## config.mk

```make
export PLATFORM = sky130hd
export DESIGN_NAME = layer_sequencer_flat
export DESIGN_NICKNAME = d
export VERILOG_FILES = /design/src/rtl/accel_pkg.sv /design/src/rtl/layer_sequencer_if.sv /design/src/rtl/layer_sequencer_watchdog.sv /design/src/rtl/layer_sequencer.sv /design/src/flat_wrapper.sv
export SDC_FILE = /design/constraint.sdc
export NUM_CORES = 1
export LEC_CHECK = 0
export ABC_AREA = 1
export CORE_MARGIN = 1.5
export CORE_UTILIZATION = 54
export CTS_CLUSTER_SIZE = 28
export DETAILED_ROUTE_END_ITERATION = 10
export PLACE_DENSITY = 0.81
export SKIP_CTS_REPAIR_TIMING = 1
export SYNTH_ARGS = -nofsm -noshare
export SYNTH_HDL_FRONTEND = slang
export SYNTH_SLANG_ARGS = --single-unit
```

## constraint.sdc

```tcl
create_clock -name clk -period 3 [get_ports clk]
set_input_delay 0.45 -clock clk [delete_from_list [all_inputs] [get_ports clk]]
set_output_delay 0.45 -clock clk [all_outputs]
set_load 0.02 [all_outputs]
```

## src/rtl/accel_pkg.sv

```systemverilog
// Shared types and helpers for the layer sequencer: state encoding, stage
// indices and the next-enabled-stage lookup.
package accel_pkg;

  typedef enum logic [2:0] {
    S_IDLE   = 3'd0,
    S_MATMUL = 3'd1,
    S_NORM   = 3'd2,
    S_ACT    = 3'd3,
    S_POOL   = 3'd4,
    S_DONE   = 3'd5,
    S_ERROR  = 3'd6
  } state_e;

  localparam logic [1:0] STG_MATMUL = 2'd0;
  localparam logic [1:0] STG_NORM   = 2'd1;
  localparam logic [1:0] STG_ACT    = 2'd2;
  localparam logic [1:0] STG_POOL   = 2'd3;

  // Stage states are encoded as stage index + 1, so the raw value of cur
  // (IDLE included) is the first stage index still eligible to run.
  function automatic state_e next_stage(input state_e cur, input logic [3:0] cfg);
    state_e      nxt;
    int unsigned idx;
    nxt = S_DONE;
    for (int unsigned i = 0; i < 4; i++) begin
      idx = 3 - i;
      if (idx >= 32'(cur) && cfg[idx[1:0]]) nxt = state_e'(3'(idx + 1));
    end
    return nxt;
  endfunction

endpackage

```

## src/rtl/layer_sequencer_if.sv

```systemverilog
// Host/config and datapath handshake bundle of the layer sequencer.
interface layer_sequencer_if #(
  parameter int unsigned TIMEOUT_W = 16,
  parameter int unsigned CNT_W     = 32
);
  logic                 start;
  logic                 abort;
  logic                 enable_matmul;
  logic                 enable_norm;
  logic                 enable_activation;
  logic                 enable_pool;
  logic [TIMEOUT_W-1:0] timeout_limit;
  logic                 done_matmul;
  logic                 done_norm;
  logic                 done_activation;
  logic                 done_pool;
  logic                 start_mat_mul;
  logic                 start_norm;
  logic                 start_activation;
  logic                 start_pool;
  logic                 busy;
  logic                 done;
  logic                 error;
  logic [1:0]           err_stage;
  logic [CNT_W-1:0]     cycle_count;

  modport master (
    output start, abort, enable_matmul, enable_norm, enable_activation, enable_pool,
           timeout_limit, done_matmul, done_norm, done_activation, done_pool,
    input  start_mat_mul, start_norm, start_activation, start_pool,
           busy, done, error, err_stage, cycle_count
  );

  modport slave (
    input  start, abort, enable_matmul, enable_norm, enable_activation, enable_pool,
           timeout_limit, done_matmul, done_norm, done_activation, done_pool,
    output start_mat_mul, start_norm, start_activation, start_pool,
           busy, done, error, err_stage, cycle_count
  );
endinterface

```

## src/rtl/layer_sequencer_watchdog.sv

```systemverilog
// Per-stage watchdog: counts cycles since the last clear and flags when the
// programmed limit is about to be reached (limit of zero disables it).
module stage_watchdog #(
  parameter int unsigned TIMEOUT_W = 16
) (
  input  logic                 clk,
  input  logic                 reset,
  input  logic                 clear,
  input  logic                 count_en,
  input  logic [TIMEOUT_W-1:0] limit,
  output logic                 expired
);
  logic [TIMEOUT_W-1:0] cnt_q, cnt_d;

  always_comb begin
    cnt_d = cnt_q;
    if (clear)         cnt_d = '0;
    else if (count_en) cnt_d = cnt_q + 1'b1;
  end

  always_ff @(posedge clk) begin
    if (reset) cnt_q <= '0;
    else       cnt_q <= cnt_d;
  end

  assign expired = (limit != '0) && (cnt_q == limit - 1'b1);
endmodule

```

## src/rtl/layer_sequencer.sv

```systemverilog
// Runs one layer through matmul, norm, activation and pool, skipping stages
// whose latched enable is clear and trapping in ERROR on a stage timeout.
module layer_sequencer
  import accel_pkg::*;
#(
  parameter int unsigned TIMEOUT_W = 16,
  parameter int unsigned CNT_W     = 32
) (
  input logic              clk,
  input logic              reset,
  layer_sequencer_if.slave sif
);
  state_e           state_q, state_d;
  logic [3:0]       cfg_q, cfg_d;
  logic [1:0]       err_stage_q, err_stage_d;
  logic [CNT_W-1:0] cnt_q, cnt_d;
  logic [3:0]       live_cfg;
  logic             in_stage, stage_done, wd_clear, wd_expired;

  assign live_cfg = {sif.enable_pool, sif.enable_activation, sif.enable_norm, sif.enable_matmul};
  assign in_stage = state_q inside {[S_MATMUL:S_POOL]};

  always_comb begin
    state_d     = state_q;
    cfg_d       = cfg_q;
    err_stage_d = err_stage_q;
    cnt_d       = cnt_q;
    stage_done  = 1'b0;
    case (state_q)
      S_MATMUL: stage_done = sif.done_matmul;
      S_NORM:   stage_done = sif.done_norm;
      S_ACT:    stage_done = sif.done_activation;
      S_POOL:   stage_done = sif.done_pool;
      default:  stage_done = 1'b0;
    endcase

    if (sif.abort) begin
      state_d     = S_IDLE;
      err_stage_d = '0;
    end else begin
      case (state_q)
        S_IDLE: if (sif.start) begin
          cfg_d   = live_cfg;
          cnt_d   = '0;
          state_d = next_stage(S_IDLE, live_cfg);
        end
        S_MATMUL, S_NORM, S_ACT, S_POOL: begin
          if (cnt_q != '1) cnt_d = cnt_q + 1'b1;
          // done has priority over a watchdog expiry in the same cycle
          if (stage_done) begin
            state_d = next_stage(state_q, cfg_q);
          end else if (wd_expired) begin
            state_d     = S_ERROR;
            err_stage_d = 2'(state_q - 3'd1);
          end
        end
        S_DONE:  state_d = S_IDLE;
        S_ERROR: state_d = S_ERROR;
        default: state_d = S_IDLE;
      endcase
    end

    wd_clear = (state_d != state_q) && (state_d inside {[S_MATMUL:S_POOL]});
  end

  always_ff @(posedge clk) begin
    if (reset) begin
      state_q     <= S_IDLE;
      cfg_q       <= '0;
      err_stage_q <= '0;
      cnt_q       <= '0;
    end else begin
      state_q     <= state_d;
      cfg_q       <= cfg_d;
      err_stage_q <= err_stage_d;
      cnt_q       <= cnt_d;
    end
  end

  stage_watchdog #(.TIMEOUT_W(TIMEOUT_W)) u_watchdog (
    .clk      (clk),
    .reset    (reset),
    .clear    (wd_clear),
    .count_en (in_stage),
    .limit    (sif.timeout_limit),
    .expired  (wd_expired)
  );

  assign sif.start_mat_mul    = (state_q == S_MATMUL);
  assign sif.start_norm       = (state_q == S_NORM);
  assign sif.start_activation = (state_q == S_ACT);
  assign sif.start_pool       = (state_q == S_POOL);
  assign sif.busy             = in_stage;
  assign sif.done             = (state_q == S_DONE);
  assign sif.error            = (state_q == S_ERROR);
  assign sif.err_stage        = err_stage_q;
  assign sif.cycle_count      = cnt_q;
endmodule

```

## src/flat_wrapper.sv

```systemverilog
// flat-port wrapper written by rule: the top's interface ports become plain ports
module layer_sequencer_flat import accel_pkg::*;
#(
  parameter int unsigned TIMEOUT_W = 16,
  parameter int unsigned CNT_W     = 32
)
  (clk, reset, sif_start, sif_abort, sif_enable_matmul, sif_enable_norm, sif_enable_activation, sif_enable_pool, sif_timeout_limit, sif_done_matmul, sif_done_norm, sif_done_activation, sif_done_pool, sif_start_mat_mul, sif_start_norm, sif_start_activation, sif_start_pool, sif_busy, sif_done, sif_error, sif_err_stage, sif_cycle_count);
  layer_sequencer_if #(.TIMEOUT_W(TIMEOUT_W), .CNT_W(CNT_W)) sif_i ();
  input logic clk;
  input logic reset;
  input wire logic [$bits(sif_i.start)-1:0] sif_start;
  input wire logic [$bits(sif_i.abort)-1:0] sif_abort;
  input wire logic [$bits(sif_i.enable_matmul)-1:0] sif_enable_matmul;
  input wire logic [$bits(sif_i.enable_norm)-1:0] sif_enable_norm;
  input wire logic [$bits(sif_i.enable_activation)-1:0] sif_enable_activation;
  input wire logic [$bits(sif_i.enable_pool)-1:0] sif_enable_pool;
  input wire logic [$bits(sif_i.timeout_limit)-1:0] sif_timeout_limit;
  input wire logic [$bits(sif_i.done_matmul)-1:0] sif_done_matmul;
  input wire logic [$bits(sif_i.done_norm)-1:0] sif_done_norm;
  input wire logic [$bits(sif_i.done_activation)-1:0] sif_done_activation;
  input wire logic [$bits(sif_i.done_pool)-1:0] sif_done_pool;
  output wire logic [$bits(sif_i.start_mat_mul)-1:0] sif_start_mat_mul;
  output wire logic [$bits(sif_i.start_norm)-1:0] sif_start_norm;
  output wire logic [$bits(sif_i.start_activation)-1:0] sif_start_activation;
  output wire logic [$bits(sif_i.start_pool)-1:0] sif_start_pool;
  output wire logic [$bits(sif_i.busy)-1:0] sif_busy;
  output wire logic [$bits(sif_i.done)-1:0] sif_done;
  output wire logic [$bits(sif_i.error)-1:0] sif_error;
  output wire logic [$bits(sif_i.err_stage)-1:0] sif_err_stage;
  output wire logic [$bits(sif_i.cycle_count)-1:0] sif_cycle_count;
  assign sif_i.start = sif_start;
  assign sif_i.abort = sif_abort;
  assign sif_i.enable_matmul = sif_enable_matmul;
  assign sif_i.enable_norm = sif_enable_norm;
  assign sif_i.enable_activation = sif_enable_activation;
  assign sif_i.enable_pool = sif_enable_pool;
  assign sif_i.timeout_limit = sif_timeout_limit;
  assign sif_i.done_matmul = sif_done_matmul;
  assign sif_i.done_norm = sif_done_norm;
  assign sif_i.done_activation = sif_done_activation;
  assign sif_i.done_pool = sif_done_pool;
  assign sif_start_mat_mul = sif_i.start_mat_mul;
  assign sif_start_norm = sif_i.start_norm;
  assign sif_start_activation = sif_i.start_activation;
  assign sif_start_pool = sif_i.start_pool;
  assign sif_busy = sif_i.busy;
  assign sif_done = sif_i.done;
  assign sif_error = sif_i.error;
  assign sif_err_stage = sif_i.err_stage;
  assign sif_cycle_count = sif_i.cycle_count;
  layer_sequencer #(.TIMEOUT_W(TIMEOUT_W), .CNT_W(CNT_W)) u_core (.clk(clk), .reset(reset), .sif(sif_i));
endmodule
```

After elaboration in Yosys (flattened, before gate mapping)
Index checks and enable logic that the tools add are counted.
{"block": "totals", "regBits": 57, "out_inout_bits": 41}
{"block": "classes", "n_addsub": 4, "n_lt_le_gt_ge": 8, "eq_ne": 11, "muxes": 17, "n_bitwise": 2, "n_reduce_logical": 17}
{"op": "two-way mux 32 bit", "count": 2}
{"op": "one-hot mux 32 bit (2 select lines)", "count": 1}
{"op": "adder 32 x 1 -> 32 bit (second input constant)", "count": 1}
{"op": "inequality test 32 bit (second input constant)", "count": 1}
{"op": "two-way mux 3 bit", "count": 10}
{"op": "adder 16 x 1 -> 16 bit (second input constant)", "count": 1}
{"op": "== test 16 bit", "count": 1}
{"op": "nonzero test 16 bit", "count": 1}
{"op": "subtractor 16 x 1 -> 16 bit (second input constant)", "count": 1}
{"op": "== test 3 bit (second input constant)", "count": 3}
{"op": "one-hot mux 3 bit (3 select lines)", "count": 1}
{"op": "logical AND 1 bit", "count": 8}
{"op": "== test 3 x 2 -> 1 bit (second input constant)", "count": 2}
{"op": "greater-or-equal comparator 1 x 3 -> 1 bit (first input constant)", "count": 2}
{"op": "greater-or-equal comparator 2 x 3 -> 1 bit (first input constant)", "count": 2}
{"op": "greater-or-equal comparator 3 x 1 -> 1 bit (second input constant)", "count": 2}
{"op": "<= comparator 3 bit (second input constant)", "count": 2}
{"op": "AND reduction 3 bit", "count": 2}
{"op": "one-hot mux 1 bit (4 select lines)", "count": 1}
{"op": "AND reduction 4 bit", "count": 1}
{"op": "OR reduction 2 bit", "count": 2}
{"op": "OR reduction 4 bit", "count": 1}
{"op": "== test 3 x 1 -> 1 bit (second input constant)", "count": 1}
{"op": "logical NOT 3 bit", "count": 1}
{"op": "7 further kinds", "count": 9}

Logic depth before layout (Yosys ltp)
Gate-level depths: netlist (run 1).
{"block": "depth", "word_depth": 13, "depth_mapped": 23, "ltp_nobuf": 22}

Modules after synthesis
A second synthesis (run 1) with hierarchy kept.
{"block": "unflattened", "cells_unflattened": 685, "hier_area_um2": 4159.0}
{"module": "layer_sequencer", "instances": 1, "cells_each": 451, "area_per_inst_um2": 2770.2, "seq_area_each_um2": 820.8}
{"module": "stage_watchdog", "instances": 1, "cells_each": 234, "area_per_inst_um2": 1388.8, "seq_area_each_um2": 320.3}

Worst setup path after synthesis (run 1)
No wires, ideal clock.
{"block": "synth_path", "path_kind": "input -> register", "from": "in sif_timeout_limit[0]", "to": "reg u_core.u_watchdog.cnt_q[9]", "setup_time_ns": 0.121, "arrival_time_ns": 2.368, "required_ns": 2.879, "setup_slack_ns": 0.511, "stages": 20, "path_cell_list": "inv_1 > ha_1 > nand2_1 > nor2_4 > nand2_1 > xor2_1 > nand2_1 > nor2_1 > nand3_1 > nand2_1 > nand2_1 > nand2_1 > nand2_1 > nand2_1 > nand2_1 > a21oi_1 > nand2_2 > nand2_4 > buf_12 > nor2_4"}
{"block": "synth_between", "elab_chain_cells": 11, "word_cells_on_any_way": 14}
{"element": "start: declaration", "line": "flat_wrapper.sv:17", "text": "input wire logic [$bits(sif_i.timeout_limit)-1:0] sif_timeout_limit;"}
{"element": "subtractor 16 x 1 -> 16 bit", "line": "layer_sequencer_watchdog.sv:26", "text": "assign expired = (limit != '0) && (cnt_q == limit - 1'b1);"}
{"element": "== test 16 bit", "line": "layer_sequencer_watchdog.sv:26"}
{"element": "logical AND 1 bit (*)", "line": "layer_sequencer_watchdog.sv:26"}
{"element": "two-way mux 3 bit (*)", "line": "layer_sequencer.sv:52", "text": "end else if (wd_expired) begin"}
{"element": "two-way mux 3 bit (*)", "line": "layer_sequencer.sv:50", "text": "if (stage_done) begin"}
{"element": "one-hot mux 3 bit (3 select lines) (*)", "line": "layer_sequencer.sv:41", "text": "case (state_q)"}
{"element": "two-way mux 3 bit (*)", "line": "layer_sequencer.sv:37", "text": "if (sif.abort) begin"}
{"element": "greater-or-equal comparator 3 x 1 -> 1 bit / <= comparator 3 bit (equally long branches)", "line": "layer_sequencer.sv:63", "text": "wd_clear = (state_d != state_q) && (state_d inside {[S_MATMUL:S_POOL]});"}
{"element": "logical AND 1 bit", "line": "layer_sequencer.sv:63"}
{"element": "logical AND 1 bit (*)", "line": "layer_sequencer.sv:63"}
{"element": "OR reduction 2 bit (no source line) (*)"}
{"element": "end signal: assignment", "line": "layer_sequencer_watchdog.sv:23", "text": "else cnt_q <= cnt_d;"}
{"element": "end: declaration", "line": "layer_sequencer_watchdog.sv:13", "text": "logic [TIMEOUT_W-1:0] cnt_q, cnt_d;"}
Every way passes the cells marked *; elsewhere a longest branch is shown, timed or not.
A chain may end at the register's enable or synchronous reset.

Final worst setup path (run 1)
{"block": "layout_path", "from": "in sif_timeout_limit[0]", "to": "reg u_core.u_watchdog.cnt_q[7]"}
The elaborated chain is that of the path after synthesis.

==> impl.org, run 1 <==
** STA
- Summed over all failing endpoints, the final setup total negative slack is 0 ns.
- Maximum clock rate :: 361 MHz
- Minimum clock period after layout :: 2.77 ns
- Final hold violations :: 0
- # setup viols final :: 0
- For the pin with the worst max-slew slack, the measured transition is 0.612 ns.
- Final hold slack :: 0.444 ns
- Relative max-transition margin :: 59.2%
- The max-slew violation total from the final report was 0.
- Setup repair after global routing left no endpoint under its margin.
- Post-route fraction of the period consumed by the critical path :: 92.4%
- Largest clock skew in the final design :: 0.00820 ns

** Setup path
- In this run the worst setup path terminates at u_core.u_watchdog.cnt_q[7]$_SDFFE_PP0P_.
- Worst R2R Setup Slack :: 0.28 ns
- On the critical path, the stage with the largest delay is an instance of sky130_fd_sc_hd__clkdlybuf4s50_1.
- STA classifies the critical path startpoint as an input pin.
- The critical path goes through clkdlybuf4s50_1 -> inv_2 -> ha_4 -> nand2_2 -> nor2_4 -> nand2_1 -> xor2_2 -> nand2_1 -> nor2_1 -> nand3_1 -> nand2_1 -> nand2_1 -> nand2_1 -> nand2_1 -> nand2_1 -> nand2_1 -> a21oi_2 -> nand2_2 -> nand2_4 -> buf_12 -> nor2_1.
- Number of buffer and inverter stages on the critical path :: 3
- Crit path top cell by count :: sky130_fd_sc_hd__nand2_1
- The worst setup path is of the input pin to flip-flop kind.
- Cell count of the worst reg-to-reg path :: 20
- Endpoint class of the critical path :: flip-flop
- Along the worst path, the maximum fanout reaches 10.
- CP max stage delay :: 0.45 ns
- Kind of cell adding the most delay to the critical path :: simple AND/OR/NAND/NOR gates
- Arrival time of data at the critical path endpoint :: 3.01 ns
- For the worst setup path, the data required time is 3.24 ns.
- Timing startpoint of the critical path :: sif_timeout_limit[0]
- Launching point of the worst reg2reg path :: u_core.state_q[0]$_SDFF_PP0_
- Critical R2R Capture :: u_core.u_watchdog.cnt_q[7]$_SDFFE_PP0P_
- Logic depth of the worst path, buffers included :: 21

** GRT
- All-layer global routing usage :: 27.6%
- Gr ovfl total :: 0
- The initial antenna violation count is 0.
- Vias in the first global route :: 4,267
- First-pass GRT wire length :: 18.7 mm
- Largest net degree at the start of global routing :: 21

** Floorplan
- Die Outline Area :: 0.00816 sq mm
- After floorplanning, the core was divided into 31 placement rows.
- I/O pin count :: 69
- For this configuration, the core starts out at a cell density of 56.2%.
- Vertical die dimension :: 90.3 microns
- Placeable core area :: 0.00733 sq mm
- In this run the horizontal extent of the chip is 90.3 microns.

** Final layout
- After the flow finishes, the layout carries non-filler instances totaling 829.
- Area added between synthesis and finish :: 31.2%
- # nets final :: 760
- The repair_antennas step left the layout with diodes totalling 0.
- In the final layout, the multi-input gates occupy 0.00263 sq mm.
- Measured on the finished design, the core utilization comes to 73.7%.
- Ratio of cells with drive above 1 in the final layout :: 13.7%
- Number of inserted filler cells in the final layout :: 590
- In the final layout, flip-flops and latches occupy 0.00114 sq mm.

** Clock tree
- The clock passes through at most 2 buffers.
- The clock drives 57 sinks.
- For the worst-skew pair, the clock arrives at the later sink with an insertion delay of 0.35 ns.
- TritonCTS built the clock tree.
- Num CTS Buffers :: 9
- After clock tree synthesis, the clock-pin slew on the worst setup and hold paths is 0.06 ns.
- Clock tree synthesis selected as its root buffer the cell sky130_fd_sc_hd__clkbuf_8.
- CTS H-tree lvls :: 3

** Route
- The routed design has 11.0 mm of wire.
- For this block, wires on met1 add up to 4.76 mm.
- Routed wl met3 :: 795 microns
- Total via count after detailed routing :: 4,424
- Ratio of routed vias to standard cells :: 5.34
- Top layer in use :: met4
- In the detailed route, the total length drawn on met2 is 5.23 mm.
- Number of detailed-routing iterations run before antenna repair :: 6
- For this run, design rule violations remaining after detail routing come to 0.
- Once detail routing completed, the nets flagged for antenna violations numbered 0.
- Average wire length per cell after detail routing :: 13.2 microns
- After the first detailed-routing iteration, the DRC count stood at 318.

** Synthesis
- Async set-or-reset flop fraction in the synthesized netlist :: 0%
- Among all flip-flop cells after synthesis, the most frequent one is sky130_fd_sc_hd__dfxtp_1.
- After technology mapping, the gate count stands at 630.
- The synthesized netlist occupies a cell area of 0.00412 sq mm.
- Sequential-to-total area share from yosys stat :: 27.7%
- Synthesized netlist net count :: 665
- The synthesized design contains 0 enable-type register cells.
- sky130_fd_sc_hd__nand2_1 is the most common cell in the netlist.
- Each instance of the synthesized netlist takes up on average 6.54 sq um.
- Flops & latches, synth :: 57
- Yosys warning total :: 0
- Synth top area cells :: sky130_fd_sc_hd__dfxtp_1 (28%), sky130_fd_sc_hd__nand2_1 (13%), sky130_fd_sc_hd__inv_1 (7.8%), sky130_fd_sc_hd__nor2_1 (6.9%), sky130_fd_sc_hd__a21oi_1 (4.6%)
- Share of Yosys cell area claimed by the top area cell type :: 27.7%
- Yosys top cell by area :: sky130_fd_sc_hd__dfxtp_1
- The synthesized netlist contains 42 unique library cells.
- Post-synth top cells :: sky130_fd_sc_hd__nand2_1 (139), sky130_fd_sc_hd__inv_1 (86), sky130_fd_sc_hd__nor2_1 (76)

** Placement
- The congestion estimate from routability-driven global placement came to 0.913.
- The wire-length estimate of the detail-placed layout is 8.41 mm.
- Counting tap cells, the placed design contains a total of 812 instances.
- Input and output buffers added on the ports amount to 68.

** Min path
- Class of the most critical hold timing path :: flip-flop to flip-flop

** Power
- The analysis attributes to cell leakage a power of 2.16 nW.
- Summing internal, switching and leakage power gives 2.16 mW.
- Power per cell area :: 399 mW/mm^2
- VDD sags by at most 0.277 mV.

** Run
- Max-Cap Viols :: 0

** Status
- The flow ran to the end, and the final reports show no timing, DRC or antenna violations.
-- worst reg2reg max path: stages (launching register included) --
cell	delay [ns]
sky130_fd_sc_hd__dfxtp_1	0.52
sky130_fd_sc_hd__inv_1	0.11
sky130_fd_sc_hd__ha_1	0.24
sky130_fd_sc_hd__nand2_1	0.08
sky130_fd_sc_hd__inv_2	0.06
sky130_fd_sc_hd__nand2_1	0.06
sky130_fd_sc_hd__nand2_1	0.07
sky130_fd_sc_hd__nor2_2	0.22
sky130_fd_sc_hd__nor2_1	0.12
sky130_fd_sc_hd__nand3_2	0.07
sky130_fd_sc_hd__nand3_1	0.08
sky130_fd_sc_hd__a21oi_1	0.13
sky130_fd_sc_hd__nand2_1	0.10
sky130_fd_sc_hd__nand2_2	0.10
sky130_fd_sc_hd__nand2_1	0.06
sky130_fd_sc_hd__a21oi_1	0.17
sky130_fd_sc_hd__a21oi_2	0.06
sky130_fd_sc_hd__nand2_2	0.09
sky130_fd_sc_hd__nand2_4	0.06
sky130_fd_sc_hd__buf_12	0.17
sky130_fd_sc_hd__nor2_1	0.11
-- metal layers --
layer,GRT usage [%],vias up
met5,0,-
met4,7.41,0
met3,6.14,21
met2,47.6,164
met1,34.5,2021
li1,-,2218
-- report_power, final --
group          internal [mW]  total, mW  switching (mW)
combinational          0.133      0.316           0.183
sequential             0.767      0.779          0.0125
clock                  0.721       1.06           0.341
total                   1.62       2.16           0.537
-- area by class of cell --
type | count | area share (%)
Timing Repair Buffer | 91 | 16.0
Clock inverter | 7 | 3.08
Multi-Input combinational cell | 474 | 48.7
Clock buffer | 9 | 2.29
Sequential cell | 57 | 21.1
Tap cell | 99 | 2.29
Inverter | 92 | 6.48
-- state kept, by name, indices dropped and copies added, names as in the netlist --
signal,count
u_core.u_watchdog.cnt_q,16
u_core.sif.cycle_count,32
u_core.state_q,3
u_core.cfg_q,4
u_core.sif.err_stage,2
-- layout by cell type, fill, tap and decap left out, drive strengths merged, types with 5 or more instances in the layout --
cell type and count:
inv 91, a21oi 38, nor2 96, buf 23, nand3 40, xor2 21, dfxtp 57, nor3 33
clkdlybuf4s50 68, bufinv 5, nor4 10, nand2 149, ha 7, o21ai 31, xnor2 15, nand4 16
clkbuf 9
-- logic make-up after synthesis --
| family | share of synthesized area (%) |
|---|---|
| simple gates | 42.7 |
| buf+inv | 9.75 |
| compound gates | 9.81 |
| flops | 27.7 |
| xor+xnor | 7.66 |
| fa+ha+maj | 2.13 |
| mux | 0.243 |
-- metrics by stage --
step / setup slack, ns / instance area (sq um)
finish: 0.227 / 5400
global route: 0.0246 / 5400
CTS: 0.0693 / 5340
detailed placement: -0.272 / 5050
global placement: -0.0728 / 5050
floorplan: 0.511 / 4120
-- how the worst min path moves through the flow --
stage	end	cells after the start	slack [ns]	from
finish	u_core.sif.err_stage[1]$_SDFFE_PP0P_	2	0.44	u_core.sif.err_stage[1]$_SDFFE_PP0P_
global route	u_core.sif.err_stage[0]$_SDFFE_PP0P_	2	0.47	u_core.sif.err_stage[0]$_SDFFE_PP0P_
CTS	u_core.sif.err_stage[1]$_SDFFE_PP0P_	2	0.44	u_core.sif.err_stage[1]$_SDFFE_PP0P_
detailed placement	u_core.sif.err_stage[1]$_SDFFE_PP0P_	2	0.43	u_core.sif.err_stage[1]$_SDFFE_PP0P_
global placement	u_core.sif.err_stage[0]$_SDFFE_PP0P_	2	0.43	u_core.sif.err_stage[0]$_SDFFE_PP0P_
floorplan	u_core.cfg_q[1]$_SDFFE_PP0P_	2	0.47	u_core.cfg_q[1]$_SDFFE_PP0P_
(Power assumes the default switching activity.)
==> run 2, diff against run 1 <==
--- a/config.mk
+++ b/config.mk
@@ -5,12 +5,12 @@
 export SDC_FILE = /design/constraint.sdc
 export NUM_CORES = 1
 export LEC_CHECK = 0
-export ABC_AREA = 1
 export CORE_MARGIN = 1.5
-export CORE_UTILIZATION = 54
+export CORE_UTILIZATION = 58
 export CTS_CLUSTER_SIZE = 28
 export DETAILED_ROUTE_END_ITERATION = 10
-export PLACE_DENSITY = 0.81
+export GPL_ROUTABILITY_DRIVEN = 0
+export PLACE_DENSITY = 0.87
 export SKIP_CTS_REPAIR_TIMING = 1
 export SYNTH_ARGS = -nofsm -noshare
 export SYNTH_HDL_FRONTEND = slang
==> constraint.sdc (replaced) <==
create_clock -name clk -period 3.2 [get_ports clk]
set_input_delay 0.48 -clock clk [delete_from_list [all_inputs] [get_ports clk]]
set_output_delay 0.48 -clock clk [all_outputs]
set_load 0.02 [all_outputs]
==> run 2 against run 1 <==
The run now ends with design-rule violations left. First-iteration DRC count decreased by 25%. Worst hold slack improved by 0.075 ns. Highest routed layer unchanged. Routed wire length increased by 7.3%. Cell area decreased by 2.5%. Area after synthesis decreased by 5.2%. Total power decreased by 21%. Worst setup slack got worse by 0.19 ns.
==> impl.org, run 2 <==
** STA
- Summed over all failing endpoints, the final setup total negative slack is 0 ns.
- Clock skew on the completed layout was measured at 0.0122 ns.
- Setup violations remaining at the end of the flow were counted as 0.
- Maximum clock rate :: 316 MHz
- Subtracting the final worst setup slack from the clock period gives 3.16 ns.
- Relative max-transition margin :: 53.6%
- Total count of max-transition violations in the final report :: 0
- For the pin with the worst max-slew slack, the measured transition is 0.691 ns.
- Post-route fraction of the period consumed by the critical path :: 98.9%
- The count of endpoints failing hold in the final timing report was 0.

** Synthesis
- Synth top area cells :: sky130_fd_sc_hd__dfxtp_1 (29%), sky130_fd_sc_hd__xnor2_1 (7.2%), sky130_fd_sc_hd__xor2_1 (6.5%), sky130_fd_sc_hd__nor2_1 (5.7%), sky130_fd_sc_hd__nor4_2 (3.8%)
- Post-synth top cells :: sky130_fd_sc_hd__nor2_1 (59), sky130_fd_sc_hd__dfxtp_1 (57), sky130_fd_sc_hd__nand2_1 (34)
- The synthesized design spends more area on one cell type than any other, namely sky130_fd_sc_hd__dfxtp_1.
- Post-synth cell types :: 72
- The share of the Yosys chip area taken by registers is 29.2%.
- Of all flip-flops after synthesis, the portion carrying an async set or reset was 0%.
- Share of Yosys cell area claimed by the top area cell type :: 29.2%
- Most used flip-flop cell after synthesis :: sky130_fd_sc_hd__dfxtp_1
- Flops & latches, synth :: 57
- Dominant cell by count in the synthesized netlist :: sky130_fd_sc_hd__nor2_1
- In this run, synthesis inferred 0 flip-flops with an integrated enable.
- Summing every instance area after synthesis gives 0.00390 sq mm.
- Counting every net in the synthesized netlist gives 512.
- Yosys warning total :: 0
- Post-synthesis average cell area :: 8.18 sq um
- Synthesized instance count :: 477

** Setup path
- The worst setup path is captured at a flip-flop.
- At the worst endpoint, the arrival time is 3.40 ns.
- The setup path with the least slack is of type input pin to flip-flop.
- Critical Path Start Type :: input pin
- Peak fanout along the critical path :: 8
- Data required time at the worst endpoint :: 3.44 ns

** Min path
- Class of the most critical hold timing path :: flip-flop to flip-flop

** Floorplan
- The die covers 0.00723 sq mm.
- Effective utilization at floorplan :: 60.8%
- I/O pin count :: 69
- In this run the vertical extent of the chip is 85.0 microns.
- Placeable core area :: 0.00642 sq mm
- Count of standard-cell rows :: 29
- Die Wd :: 85.0 microns

** Route
- Wires add up to 11.8 mm.
- Total via count after detailed routing :: 4,144
- In the final routed layout, each cell accounts on average for 17.7 microns.
- For this run, the detailed router's first-pass iteration total came to 8.
- Ratio of routed vias to standard cells :: 6.22
- The first routing iteration left 240 violations.
- The count of nets left with antenna violations once routing finished came out at 0.
- After detailed routing, the number of remaining DRC violations is 4.

** Status
- The checks that failed: design-rule violations.
- The run finished, with violations left.

** Clock tree
- TritonCTS built the clock tree.
- Clock sink count :: 57
- After clock tree synthesis, the clock-pin slew on the worst setup and hold paths is 0.07 ns.
- Max Buffers Root-to-Sink :: 2
- In this run the clock root is driven by a sky130_fd_sc_hd__clkbuf_8.
- Clock latency on the worst-skew pair, taken at its later pin, is 0.34 ns.
- The number of clock buffers added by TritonCTS is 9.
- CTS H-tree lvls :: 3

** Placement
- Once placement completed, the tool counted placed cells totaling 646.
- The count of buffers added on input and output ports is 68.
- Post-detailed-placement half-perimeter wirelength :: 8.04 mm

** Final layout
- 0 antenna diodes ended up in the layout.
- Commonest cells after routing, fill and taps aside :: sky130_fd_sc_hd__clkdlybuf4s50_1 (67), sky130_fd_sc_hd__nor2_1 (58), sky130_fd_sc_hd__dfxtp_1 (56)
- # nets final :: 619
- Ratio of cells with drive above 1 in the final layout :: 17.1%
- The area growth from synthesis to layout is 35.0%.
- Most common cell after layout, fill and taps aside :: sky130_fd_sc_hd__clkdlybuf4s50_1
- Largest register FFs :: 32
- Final non-filler cell total :: 666

** GRT
- Number of antenna violations at the first check in global routing :: 0
- Gr ovfl total :: 0
- The first global-routing pass estimated 17.8 mm of wire.
- Entering global routing, the biggest net connects 32 pins.
- Vias in the first global route :: 3,874
- All-layer global routing usage :: 30.6%

** Power
- In this run the static leakage power is 1.90 nW.
- Power per cell area :: 323 mW/mm^2
- Worst-case vdd ir drop :: 0.457 mV

** Run
- Max-Cap Viols :: 0
-- run 2: cell types whose count changed after synthesis, moves of 17 or more --
| cell | delta |
|---|---|
| sky130_fd_sc_hd__nand2_1 | -105 |
| sky130_fd_sc_hd__nand3_1 | -18 |
| sky130_fd_sc_hd__xnor2_1 | +17 |
| sky130_fd_sc_hd__a21oi_1 | -24 |
| sky130_fd_sc_hd__inv_1 | -69 |
| sky130_fd_sc_hd__nor2_1 | -17 |
-- run 2: metrics by stage --
step | setup slack [ns] | hold WS [ns] | power [mW] | util, % | area [sq um]
5_1_grt | -0.0815 | 0.518 | 1.76 | 82.1 | 5270
2_1_floorplan | 0.257 | 0.450 | 0.923 | - | 3900
3_5_place_dp | -0.369 | 0.483 | 1.06 | 77.1 | 4950
6_report | 0.0360 | 0.519 | 1.70 | 82.1 | 5270
4_1_cts | -0.0330 | 0.493 | 1.67 | 79.9 | 5130
3_3_place_gp | -0.184 | 0.474 | 1.05 | 77.1 | 4950
-- run 2: final cells by class --
| cell class | instances | area, sq um |
|---|---|---|
| Multi-Input combinational cell | 381 | 2690 |
| Fill cell | 382 | 1150 |
| Sequential cell | 57 | 1140 |
| Timing Repair Buffer | 117 | 1090 |
| Clock buffer | 11 | 151 |
| Tap cell | 77 | 96.3 |
| Inverter | 18 | 67.6 |
| Clock inverter | 5 | 30.0 |
-- run 2: final timing paths --
check,from,to,slack [ns],cells after the start
max,sif_timeout_limit[0],u_core.u_watchdog.cnt_q[1]$_SDFFE_PP0P_,0.04,13
min,u_core.cfg_q[1]$_SDFFE_PP0P_,u_core.cfg_q[1]$_SDFFE_PP0P_,0.52,2
max reg2reg,u_core.state_q[0]$_SDFF_PP0_,u_core.u_watchdog.cnt_q[1]$_SDFFE_PP0P_,0.14,12
min reg2reg,u_core.cfg_q[1]$_SDFFE_PP0P_,u_core.cfg_q[1]$_SDFFE_PP0P_,0.52,2
-- run 2: layer usage --
metal / routed length, microns / global-route usage [%] / part of all wire (%)
met1: 4670 / 37.9 / 40
met2: 5830 / 51.7 / 50
met3: 782 / 5.35 / 6.6
met4: 475 / 14.2 / 4.0
met5: 0 / 0 / 0
-- run 2: worst max-delay path, stage by stage --
cell and delay [ns]:
sky130_fd_sc_hd__clkdlybuf4s50_1 0.42, sky130_fd_sc_hd__buf_4 0.16, sky130_fd_sc_hd__or3_1 0.39, sky130_fd_sc_hd__buf_4 0.18
sky130_fd_sc_hd__a2111oi_0 0.40, sky130_fd_sc_hd__buf_4 0.21, sky130_fd_sc_hd__nor3_1 0.05, sky130_fd_sc_hd__nand3_1 0.14
sky130_fd_sc_hd__o21ba_4 0.23, sky130_fd_sc_hd__o41ai_4 0.07, sky130_fd_sc_hd__buf_4 0.17, sky130_fd_sc_hd__clkbuf_16 0.17
sky130_fd_sc_hd__nor4_4 0.33
-- run 2: logic make-up after synthesis --
| kind of cell | after synthesis | share of synthesized area [%] |
|---|---|---|
| adder cells (fa/ha/maj) | 7 | 2.24 |
| flip-flops | 57 | 29.2 |
| buffers and inverters | 40 | 4.71 |
| XOR/XNOR | 62 | 14.3 |
| AND/OR/NAND/NOR | 231 | 34.4 |
| AO/OA/AOI/OAI | 74 | 13.6 |
| multiplexers | 6 | 1.54 |
-- run 2: where the power goes --
part / leakage (nW) / internal [mW] / switching [mW]
Sequential: 0.460 / 0.718 / 0.0130
Combinational: 1.35 / 0.155 / 0.199
Clock: 0.0911 / 0.318 / 0.298
==> run 3, diff against run 2 <==
==> constraint.sdc (replaced) <==
create_clock -name clk -period 3.2 [get_ports clk]
set_input_delay 0.64 -clock clk [delete_from_list [all_inputs] [get_ports clk]]
set_output_delay 0.64 -clock clk [all_outputs]
set_load 0.02 [all_outputs]
==> run 3 against run 2 <==
The flow still finishes with violations (design-rule violations). Critical path type unchanged. Non-clock buffer count rose by 4. Cell area rose by 3.0%. Fmax fell by 0.28%. Flip-flop and latch count did not move. Count of clock-buffer cells in the layout rose by 2. Highest routed layer unchanged. Combinational power rose by 8.2%.
==> impl.org, run 3 (synthesized netlist as in run 2, its figures left out) <==
** Setup path
- Endpoint class of the critical path :: flip-flop
- In this run the critical register-to-register path is launched from u_core.state_q[0]$_SDFF_PP0_.
- Arrival time of data at the critical path endpoint :: 3.42 ns
- Together, buffers and inverters on the worst path number 3.
- The critical path ends at u_core.u_watchdog.cnt_q[10]$_SDFFE_PP0P_.
- Worst R2R Setup Slack :: 0.10 ns
- Slowest CP cell :: sky130_fd_sc_hd__clkdlybuf4s50_1
- In this run the worst path has a maximum fanout of 8.
- The worst register-to-register path ends at u_core.u_watchdog.cnt_q[9]$_SDFFE_PP0P_.
- Critical path, cell by cell :: clkdlybuf4s50_1 -> buf_4 -> or3b_1 -> a21oi_2 -> o41ai_2 -> a22oi_1 -> nand3_2 -> o21ba_4 -> o2111a_2 -> buf_12 -> nor4_4
- Data required time at the worst endpoint :: 3.44 ns
- Timing startpoint of the critical path :: sif_timeout_limit[2]
- The worst register-to-register path has a depth of 11.
- CP max stage delay :: 0.62 ns
- Critical Path Start Type :: input pin
- Worst Setup Path Type :: input pin to flip-flop
- In this design, the largest share of critical-path delay is due to compound AO/OA/AOI/OAI gates.
- Logic depth of the worst path, buffers included :: 11

** STA
- Maximum clock rate :: 315 MHz
- Minimum clock period after layout :: 3.17 ns
- Largest clock skew in the final design :: 0.0122 ns
- Final hold analysis gives a worst-case slack of 0.493 ns.
- Post-route fraction of the period consumed by the critical path :: 99.2%
- The count of endpoints failing hold in the final timing report came to 0.
- For the pin with the worst max-slew slack, the measured transition is 0.800 ns.
- Relative max-transition margin :: 46.0%
- The max-slew violation total from the final report came to 0.
- Setup violations remaining at the end of the flow were counted as 0.

** Clock tree
- In this run, CTS created clock tree buffers numbering 9.
- At the later pin of the worst-skew pair, clock insertion delay measures 0.34 ns.
- The clock tree synthesis step divided the H-tree into 3 levels.
- The tree built by TritonCTS fans out to 57 sinks.
- Max Buffers Root-to-Sink :: 2
- TritonCTS built the clock tree.
- Clock-pin slew of the registers on the worst-case setup and hold paths :: 0.06 ns
- Buffer cell driving the clock tree root :: sky130_fd_sc_hd__clkbuf_8

** Floorplan
- Count of standard-cell rows :: 29
- The initial utilization of the core area, before any placement, comes to 60.8%.
- Vertical die dimension :: 85.0 microns
- Die Wd :: 85.0 microns
- 69 I/O pins were placed.
- The floorplan step defined a die boundary enclosing 0.00723 sq mm.
- Placeable core area :: 0.00642 sq mm

** Final layout
- Summing all multi-input logic gate instances after layout gives 0.00281 sq mm.
- Sequential cell area :: 0.00115 sq mm
- After filler insertion, the fill cell instance count of the layout stands at 346.
- In the layout the commonest cells are sky130_fd_sc_hd__clkdlybuf4s50_1 (66), sky130_fd_sc_hd__nor2_1 (58), sky130_fd_sc_hd__dfxtp_1 (55).
- # nets final :: 623
- In the final layout, the share of cells above drive strength 1 is 19.2%.
- Final antenna diode count :: 0
- Leaving out fill and tap cells, the most frequent cell in the layout is sky130_fd_sc_hd__clkdlybuf4s50_1.
- Area added between synthesis and finish :: 39.1%
- Largest register FFs :: 32
- At the end of the flow the core is filled with cells to 84.6%.

** Power
- Power comes to 1.72 mW.
- Static Leakage :: 1.96 nW
- Across the VDD grid, the largest voltage drop is 0.272 mV.
- Power per cell area :: 316 mW/mm^2

** Route
- Total via count after detailed routing :: 4,278
- The count of nets left with antenna violations once routing finished came out at 0.
- Routed wire length :: 12.5 mm
- Ratio of routed vias to standard cells :: 6.39
- Number of detailed-routing iterations run before antenna repair :: 8
- Average wire length per cell after detail routing :: 18.6 microns
- In the routed design, unresolved DRC markers number 4.
- Initial detailed-routing violation count :: 390

** Status
- The checks that failed: design-rule violations.
- Result of the run :: finished, violations left

** Min path
- Class of the most critical hold timing path :: flip-flop to flip-flop
- In this run the most critical hold path is launched from u_core.cfg_q[1]$_SDFFE_PP0P_.

** GRT
- Gr ovfl total :: 0
- The first global-routing pass estimated 18.6 mm of wire.
- The initial antenna violation count is 0.
- The number of global-route vias before repair was 4,014.
- Global routing used 31.9% of the available tracks across all layers.
- Entering global routing, the biggest net connects 32 pins.

** Placement
- During placement, the flow inserted port buffers numbering 68.
- Post-detailed-placement half-perimeter wirelength :: 8.06 mm

** Run
- Max-Cap Viols :: 0
run 3: cell count changes in the layout (fill, tap and decap cells not counted), sizes merged:
cell	change
clkdlybuf4s50	-1
buf	+4
clkbuf	+2
dlymetal6s2s	+1
clkinvlp	-2
run 3: final cells by class:
class                   count  area share [%]
well taps                  77            1.77
flip-flops and latches     57            21.1
clock inverters             3           0.276
inverters                  18            1.24
repair buffers            121            21.0
multi-input cells         381            51.7
clock buffers              13            2.93
run 3: worst min path at each step:
stage                                               to  depth (start not counted)
final                     u_core.cfg_q[1]$_SDFFE_PP0P_                          2
after global routing      u_core.cfg_q[1]$_SDFFE_PP0P_                          2
after CTS                 u_core.cfg_q[1]$_SDFFE_PP0P_                          2
after detailed placement  u_core.cfg_q[1]$_SDFFE_PP0P_                          2
after global placement    u_core.cfg_q[1]$_SDFFE_PP0P_                          2
after floorplan           u_core.cfg_q[1]$_SDFFE_PP0P_                          2
run 3: power by group:
part,internal [mW],total [mW],leakage (nW),switching (mW)
clock network,0.320,0.602,0.0932,0.283
registers,0.718,0.731,0.461,0.0125
logic,0.169,0.383,1.40,0.214
run 3: routing by layer:
| layer | global-route usage, % | wire length, microns |
|---|---|---|
| met5 | 0 | 0 |
| met4 | 17.4 | 472 |
| met3 | 5.06 | 957 |
| met2 | 53.2 | 6050 |
| met1 | 39.2 | 4980 |
run 3: worst register-to-register path, delay by kind of cell (launching register included):
family | cells | cell delay [ns]
AO/OA/AOI/OAI | 6 | 1.60
AND/OR/NAND/NOR | 2 | 0.30
flip-flops | 1 | 0.40
adder cells (fa/ha/maj) | 1 | 0.30
buffers and inverters | 2 | 0.38
run 3: through the flow:
| stage | area, sq um | worst slack [ns] | cells | TNS, ns |
|---|---|---|---|---|
| 3_5_place_dp | 4990 | -0.500 | 651 | -7.52 |
| 2_1_floorplan | 3900 | 0.0974 | 477 | 0 |
| 5_1_grt | 5430 | -0.0896 | 670 | -1.16 |
| 6_report | 5430 | 0.0271 | 670 | 0 |
| 3_3_place_gp | 4990 | -0.344 | 651 | -5.45 |
| 4_1_cts | 5160 | -0.176 | 667 | -2.24 |
